--- src/rtl/cube0414_pkg.sv ---
// Shared definitions for the LED cube RAM read/write path.
package cube0414_pkg;

  localparam int unsigned LAYERS  = 8;
  localparam int unsigned PIXELS  = 64;
  localparam int unsigned DATA_W  = 24;
  localparam int unsigned ADDR_W  = $clog2(PIXELS);
  localparam int unsigned LAYER_W = $clog2(LAYERS);
  localparam int unsigned IDX_W   = LAYER_W + ADDR_W;

  // Host command bytes understood by the SPI-side RAM writer.
  localparam logic [7:0] CUBE0414_ADDR_WR = 8'hcc;
  localparam logic [7:0] CUBE0414_DATA_WR = 8'hda;

  // Read-engine states.
  typedef enum logic [2:0] {
    StIdle,
    StFetch,
    StWait,
    StHold,
    StDone
  } rd_state_e;

  // Advance a one-hot layer select to the next layer.
  function automatic logic [LAYERS-1:0] layer_rotl(input logic [LAYERS-1:0] sel);
    return {sel[LAYERS-2:0], sel[LAYERS-1]};
  endfunction

endpackage

--- src/rtl/ram_layer_mux.sv ---
// One-hot layer select to a single DATA_W word from the concatenated layer read data.
module ram_layer_mux
  import cube0414_pkg::*;
(
  input  logic [LAYERS-1:0]        layer_sel_i,
  input  logic [LAYERS*DATA_W-1:0] ram_rd_data_i,
  output logic [DATA_W-1:0]        data_o
);

  // AND-OR select; an all-zero select yields zero.
  always_comb begin
    data_o = '0;
    for (int k = 0; k < int'(LAYERS); k++) begin
      if (layer_sel_i[k]) begin
        data_o = data_o | ram_rd_data_i[k*DATA_W +: DATA_W];
      end
    end
  end

endmodule

--- src/rtl/ram_com_rd.sv ---
// Frame-read engine: scans all layers and addresses, reads the layer RAMs and streams each
// pixel to the serializer over valid/ready, then pulses frame_done_out.
module ram_com_rd
  import cube0414_pkg::*;
#(
  parameter int unsigned RD_LATENCY = 1  // 1..3
) (
  input  logic                     clk_in,
  input  logic                     rst_in,
  input  logic                     read_en_in,
  output logic                     ram_rd_en_out,
  output logic [ADDR_W-1:0]        ram_rd_addr_out,
  output logic [LAYERS-1:0]        layer_sel_out,
  input  logic [LAYERS*DATA_W-1:0] ram_rd_data_in,
  output logic [DATA_W-1:0]        pixel_data_out,
  output logic                     pixel_valid_out,
  input  logic                     pixel_ready_in,
  output logic [IDX_W-1:0]         pixel_idx_out,
  output logic                     frame_done_out,
  output logic                     busy_out
);

  localparam logic [LAYERS-1:0]  FirstLayerSel = LAYERS'(1);
  localparam logic [ADDR_W-1:0]  LastAddr      = ADDR_W'(PIXELS - 1);
  localparam logic [LAYER_W-1:0] LastLayer     = LAYER_W'(LAYERS - 1);
  localparam logic [1:0]         WaitLast      = 2'(RD_LATENCY - 1);

  rd_state_e           state_q, state_d;
  logic [ADDR_W-1:0]   addr_q, addr_d;
  logic [LAYER_W-1:0]  layer_q, layer_d;
  logic [LAYERS-1:0]   layer_sel_q, layer_sel_d;
  logic [DATA_W-1:0]   pixel_q, pixel_d;
  logic [1:0]          wait_cnt_q, wait_cnt_d;
  logic                restart_q, restart_d;
  logic [DATA_W-1:0]   mux_data;
  logic                last_pixel;

  ram_layer_mux u_layer_mux (
    .layer_sel_i   (layer_sel_q),
    .ram_rd_data_i (ram_rd_data_in),
    .data_o        (mux_data)
  );

  assign last_pixel = (layer_q == LastLayer) && (addr_q == LastAddr);

  // Next-state logic: frame scan, read-latency wait, handshake and restart bookkeeping.
  always_comb begin
    state_d     = state_q;
    addr_d      = addr_q;
    layer_d     = layer_q;
    layer_sel_d = layer_sel_q;
    pixel_d     = pixel_q;
    wait_cnt_d  = wait_cnt_q;
    restart_d   = restart_q;

    // A start request during an active frame is remembered, never acted on mid-frame.
    if (read_en_in && (state_q inside {StFetch, StWait, StHold})) begin
      restart_d = 1'b1;
    end

    unique case (state_q)
      StIdle: begin
        if (read_en_in) begin
          state_d     = StFetch;
          addr_d      = '0;
          layer_d     = '0;
          layer_sel_d = FirstLayerSel;
        end
      end
      StFetch: begin
        state_d    = StWait;
        wait_cnt_d = '0;
      end
      StWait: begin
        if (wait_cnt_q == WaitLast) begin
          pixel_d = mux_data;
          state_d = StHold;
        end else begin
          wait_cnt_d = wait_cnt_q + 2'd1;
        end
      end
      StHold: begin
        if (pixel_ready_in) begin
          if (last_pixel) begin
            state_d = StDone;
          end else begin
            state_d = StFetch;
            if (addr_q == LastAddr) begin
              addr_d      = '0;
              layer_d     = layer_q + LAYER_W'(1);
              layer_sel_d = layer_rotl(layer_sel_q);
            end else begin
              addr_d = addr_q + ADDR_W'(1);
            end
          end
        end
      end
      StDone: begin
        addr_d  = '0;
        layer_d = '0;
        // A start arriving in this very cycle counts as a pending restart.
        if (restart_q || read_en_in) begin
          state_d     = StFetch;
          restart_d   = 1'b0;
          layer_sel_d = FirstLayerSel;
        end else begin
          state_d     = StIdle;
          layer_sel_d = '0;
        end
      end
      default: begin
        state_d = StIdle;
      end
    endcase
  end

  // State and datapath registers with synchronous reset.
  always_ff @(posedge clk_in) begin
    if (rst_in) begin
      state_q     <= StIdle;
      addr_q      <= '0;
      layer_q     <= '0;
      layer_sel_q <= '0;
      pixel_q     <= '0;
      wait_cnt_q  <= '0;
      restart_q   <= 1'b0;
    end else begin
      state_q     <= state_d;
      addr_q      <= addr_d;
      layer_q     <= layer_d;
      layer_sel_q <= layer_sel_d;
      pixel_q     <= pixel_d;
      wait_cnt_q  <= wait_cnt_d;
      restart_q   <= restart_d;
    end
  end

  // Outputs decoded from the state register; counters drive address and index directly.
  always_comb begin
    ram_rd_en_out   = (state_q == StFetch);
    pixel_valid_out = (state_q == StHold);
    frame_done_out  = (state_q == StDone);
    busy_out        = (state_q != StIdle);
    ram_rd_addr_out = addr_q;
    layer_sel_out   = layer_sel_q;
    pixel_data_out  = pixel_q;
    pixel_idx_out   = {layer_q, addr_q};
  end

endmodule

--- config.mk ---
export PLATFORM = sky130hd
export DESIGN_NAME = ram_com_rd
export DESIGN_NICKNAME = d
export VERILOG_FILES = /design/src/rtl/cube0414_pkg.sv /design/src/rtl/ram_layer_mux.sv /design/src/rtl/ram_com_rd.sv
export SDC_FILE = /design/constraint.sdc
export NUM_CORES = 1
export LEC_CHECK = 0
export ABC_AREA = 0
export CAP_MARGIN = 30
export CORE_MARGIN = 2
export CORE_UTILIZATION = 30
export CTS_CLUSTER_SIZE = 10
export DETAILED_ROUTE_END_ITERATION = 10
export PLACE_DENSITY_LB_ADDON = 0.12
export SKIP_CTS_REPAIR_TIMING = 1
export SLEW_MARGIN = 15
export SYNTH_ARGS = -nofsm -noshare
export SYNTH_HDL_FRONTEND = slang
export SYNTH_HIERARCHICAL = 1
export SYNTH_SLANG_ARGS = --single-unit
--- constraint.sdc ---
create_clock -name clk_in -period 2.2 [get_ports clk_in]
set_clock_uncertainty 0.2 [all_clocks]
set_input_delay 0.44 -clock clk_in [delete_from_list [all_inputs] [get_ports clk_in]]
set_output_delay 0.44 -clock clk_in [all_outputs]
set_load 0.02 [all_outputs]
# ---- Word-level counts from Yosys, hierarchy flattened
# Cells that the tools add are included.
dict set report totals {
  reg_bits 47
  in_bits 196
  out_inout_bits 51
  word_cells 78
}
dict set report op_classes {
  addsub 3
  n_eq_ne 12
  mux 35
  n_bitwise 7
  n_reduce_logical 14
}
# operator count
set op_table {}
lappend op_table {{2-to-1 mux 24 bit} 8}
lappend op_table {{bitwise OR 24 bit} 7}
lappend op_table {{2-to-1 mux 8 bit} 4}
lappend op_table {{2-to-1 mux 3 bit} 8}
lappend op_table {{2-to-1 mux 6 bit} 4}
lappend op_table {{one-hot mux 8 bit (3 select lines)} 1}
lappend op_table {{one-hot mux 6 bit (3 select lines)} 1}
lappend op_table {{one-hot mux 3 bit (5 select lines)} 1}
lappend op_table {{one-hot mux 3 bit (3 select lines)} 1}
lappend op_table {{nonzero test 3 bit} 3}
lappend op_table {{adder 6 x 1 -> 6 bit, second input constant} 1}
lappend op_table {{equality test 3 x 2 -> 1 bit, second input constant} 2}
lappend op_table {{equality test 3 bit, second input constant} 2}
lappend op_table {{equality test 6 bit, second input constant} 1}
lappend op_table {{!= test 2 x 1 -> 1 bit, second input constant} 3}
lappend op_table {{!= test 2 bit, second input constant} 3}
lappend op_table {{2-to-1 mux 1 bit} 5}
lappend op_table {{AND reduction 5 bit} 1}
lappend op_table {{one-hot mux 2 bit (2 select lines)} 1}
lappend op_table {{AND reduction 2 bit} 2}
lappend op_table {{AND reduction 4 bit} 1}
lappend op_table {{adder 3 x 1 -> 3 bit, second input constant} 1}
lappend op_table {{equality test 3 x 1 -> 1 bit, second input constant} 1}
lappend op_table {{zero test 3 bit} 1}
lappend op_table {{7 further kinds} 8}

# ---- Longest topological paths before layout
# Gate-level depths: netlist (run 1).
dict set report logic_depth {
  depth_word 15
  ltp_mapped 7
  depth_no_buf 6
}

# ---- Cells and area by module
# Netlist (run 1), hierarchy kept.
# mod instances cells_per_inst area_per_inst_um2 seq_area_each_um2
set by_module_without_submodules {}
lappend by_module_without_submodules {ram_com_rd 1 259 2085.8 940.9}
lappend by_module_without_submodules {ram_layer_mux 1 136 996.0 0.0}

# ---- Least setup slack after synthesis (run 1)
# Ideal clock, no wire load.
dict set report synth_path {
  kind {flip-flop to output port}
  startpoint {register state_q[0]}
  endpoint {output port ram_rd_en_out}
  arrival_time_ns 1.495
  required_time_ns 1.560
  slack_ns 0.065
  stages_incl_launch_ff 4
  path_buffers 2
  cell_sequence {dfxtp_1 clkbuf_1 clkbuf_1 nor3b_1}
}
dict set report synth_between {
  elab_chain_len 1
}
# item line_no
set synth_rtl {}
lappend synth_rtl {{start, declared} ram_com_rd.sv:28} ;# rd_state_e state_q, state_d;
lappend synth_rtl {{start signal, assigned} ram_com_rd.sv:120} ;# state_q <= StIdle;
lappend synth_rtl {{start signal, assigned} ram_com_rd.sv:128} ;# state_q <= state_d;
lappend synth_rtl {{equality test 3 x 1 -> 1 bit} ram_com_rd.sv:140} ;# ram_rd_en_out = (state_q == StFetch);
lappend synth_rtl {{end, declared} ram_com_rd.sv:11} ;# output logic ram_rd_en_out,
# No other way between the ends.

# ---- Worst setup path in the final report (run 1)
dict set report layout_path {
  startpoint {register addr_q[3], in the netlist ram_rd_addr_out[3]}
  endpoint {output port pixel_idx_out[3]}
}
# item line_no
set layout_lines {}
lappend layout_lines {{start, declared} ram_com_rd.sv:29} ;# logic [ADDR_W-1:0] addr_q, addr_d;
lappend layout_lines {{start signal, assigned} ram_com_rd.sv:129} ;# addr_q <= addr_d;
lappend layout_lines {{end, declared} ram_com_rd.sv:18} ;# output logic [IDX_W-1:0] pixel_idx_out,
# No word-level cell between the ends.

==> parameters.txt, run 1 <==
Parameter                              Value

Timing
  Rel. slew slack ... about three quarters
  Total count of hold-check failures in the final report ... 0
  Worst hold slack across all endpoints ... around 0.21 ns
  Aggregate negative setup slack ... 0 ns
  Number of pins exceeding their max-slew limit in the final report ... 0
  Final Critical Period ... around 2 ns
  # setup viols final ... 0
  Setup repair after global routing missed its margin ... false
  Share of the clock period used by the worst path ... 93.5%
  Transition time at the pin with the least slew margin ... ~0.40 ns
  Highest clock frequency the design can meet ... roughly 490 MHz

Placed design
  # port buffers ... 246
  Detailed-placement wirelength estimate ... roughly 12,000 um
  Placed instance count ... 758
  Routability cong. ... 0.825

Finish
  Share of final-layout standard cells stronger than drive strength 1 ... under 10%
  Commonest cells after routing, fill and taps aside ... clkdlybuf4s50_1 (241), a22oi_1 (96), nand2_1 (53)
  Non-filler instance count after layout ... between 700 and 800
  Relative area change from synthesis to final layout ... 87.0%
  Antenna diodes ... 0
  Final Net Count ... approximately 830
  Final core utilization ... roughly three fifths
  Most common cell after layout, fill and taps aside ... clkdlybuf4s50_1

Logic synthesis
  Net Count, Synth ... about 600
  Top FF cell, synth ... dfxtp_1
  Flops & latches, synth ... between 40 and 50
  Total standard cell area after synthesis ... between 3000 and 4000 um2
  Number of synthesized flops with an enable pin ... 0
  Synth warn ... 6
  Cell types occupying the most area after synthesis ... dfxtp_1 (31%), a22oi_1 (23%), nand4_1 (6.7%)
  Sequential area share after synthesis ... a little under a third
  Cell count after synthesis ... 395
  Async set-or-reset flop fraction in the synthesized netlist ... 0%
  Syn Area/Cell ... approximately 7.8 um2
  Library cell with the largest summed area after synthesis ... dfxtp_1
  Area share of the largest cell type after synthesis ... 30.5%
  Yosys cell types ... a little over 40

Routing
  Routed vias ... around 4,200
  Pre-Repair DR Iteration Count ... 5
  Number of vias per cell ... ~5.5
  Met2 Wirelength ... around 7600 um
  Routed wire per std cell ... just over 20 um
  Routed length on met1 ... 6350 um
  Max layer used ... met4
  Total length of routed wires ... 15,500 um
  DRC violations left ... 0
  Drt initial violations ... roughly 380
  DRT antenna net count ... 0
  Routed wire length on met3 ... 1230 um

Die
  Effective utilization at floorplan ... 31.2%
  Overall die width ... around 110 um
  Floorplan die area ... between 10,000 and 15,000 um2
  Floorplan Core Area ... roughly 10000 um2
  Vertical extent of the die ... around 110 um
  Row count ... 36
  Number of placed I/O pins ... between 200 and 250

GRT
  Global-route usage over all layers ... between 20% and 30%
  Overflow left after global routing ... 0
  Number of global-route vias before repair ... a little over 4,000
  Number of antenna violations at the first check in global routing ... 0
  First-pass GRT wire length ... about 23,000 um
  Maximum number of pins on one net before global-route repair ... 40

Setup path
  Setup Crit Path Kind ... register to output port
  Crit-path max cell delay ... ~0.66 ns
  Kind of capture point of the worst setup path ... output port
  Maximum fanout along the worst path ... 7
  Cell family with the largest share of critical-path delay ... buffers and inverters
  Critical Path, Cell by Cell ... clkdlybuf4s50_1
  Critical path buffers and inverters ... 1
  Setup crit start kind ... register
  Slowest cell on the critical path ... clkdlybuf4s50_1
  Data arrival at the endpoint of the critical path ... approximately 1.4 ns
  Required time at the endpoint of the critical path ... between 1.5 and 2 ns

Power and ir drop
  Total Power ... ~2200 uW
  Power Density ... approximately 390 nW/um2
  Standby leakage power ... 0.00204 uW
  Worst vdd ir ... roughly 0.33 mV

Clock tree
  Clk_lat worst skew ... around 0.30 ns
  CTS tree ... yes
  Clock Root Buffer ... clkbuf_8
  TritonCTS buffer count ... 5
  CTS clk-pin slew, worst paths ... roughly 0.09 ns
  CTS HTree Levels ... 2
  Clk sinks ... 47
  Bufs on Longest Clock Path ... 2

Run
  Max cap viols ... 0

Outcome
  Run status ... complete, no violations

Worst hold path
  HP Class ... input port to register
## cell families after synthesis
family	Yosys count	synth area share (%)
and+or+nand+nor	139	23.5
muxes	2	0.650
buffers and inverters	45	8.49
AOI/OAI and AO/OA	158	35.2
adders and majority gates	4	1.62
DFF	47	30.5
## synthesized netlist by cell type (2+ instances only)
| cell | number |
|---|---|
| nor2_1 | 5 |
| clkbuf_1 | 16 |
| or2_2 | 2 |
| mux2i_1 | 2 |
| a211oi_1 | 2 |
| buf_6 | 4 |
| nand2_1 | 53 |
| buf_4 | 15 |
| nor2b_1 | 2 |
| nor3b_1 | 3 |
| a2bb2oi_1 | 2 |
| nor4_1 | 3 |
| a22oi_1 | 96 |
| a2111oi_0 | 2 |
| o21ai_0 | 5 |
| buf_2 | 5 |
| a21oi_1 | 41 |
| nand3_1 | 17 |
| inv_1 | 5 |
| a21o_1 | 2 |
| ha_1 | 4 |
| and3_1 | 4 |
| and2_1 | 3 |
| nand3b_1 | 2 |
| nand4_1 | 33 |
| nor3_1 | 3 |
| nand2b_1 | 4 |
| dfxtp_1 | 47 |
## worst paths after layout
check / start / endpoint / slack, ns / depth (start not counted)
worst max-delay path: ram_rd_addr_out[3] / pixel_idx_out[3] / 0.14 / 1
worst min-delay path: rst_in / restart_q / 0.21 / 2
worst max register to register: ram_rd_addr_out[0] / layer_sel_out[6] / 0.18 / 6
worst min register to register: pixel_data_out[4] / pixel_data_out[4] / 0.26 / 2
## where the power goes
part | switching (uW) | total (uW) | internal [uW]
sequential | 26.0 | 903 | 877
clock | 292 | 549 | 257
combinational | 313 | 786 | 473
total | 632 | 2240 | 1610
## stage by stage
stage | worst slack (ns) | area [um2]
after floorplan | 0.0648 | 3080
after global placement | -0.0985 | 5650
after detailed placement | -0.112 | 5650
after CTS | -0.208 | 5750
after global routing | 0.0633 | 5760
final | 0.142 | 5760
## state kept, by name (all words and copies together) (netlist names)
signal           flops
layer_sel_out        8
ram_rd_addr_out      6
restart_q            1
state_q              3
pixel_data_out      24
layer_q              3
wait_cnt_q           2
## per-layer routing
metal  GRT usage, %  up-vias
li1               -     2008
met1           32.8     1994
met2           45.9      194
met3           6.43       22
met4           7.24        0
met5              0        -
## final cells by class
type	instances	area, um2
inverters	5	18.8
flip-flops and latches	47	943
well taps	133	166
multi-input cells	303	1890
clock buffers	6	82.6
repair buffers	270	2650
fillers	876	4100
clock inverters	2	16.3
No activity file was read; power rests on OpenSTA's default activity.
==> run 2: changes to the inputs <==
Settings changed: CAP_MARGIN 30 to 10, CTS_CLUSTER_SIZE 10 to 24.
==> results of run 2 <==
Final layout, timing and power as in run 1 (identical DEF).
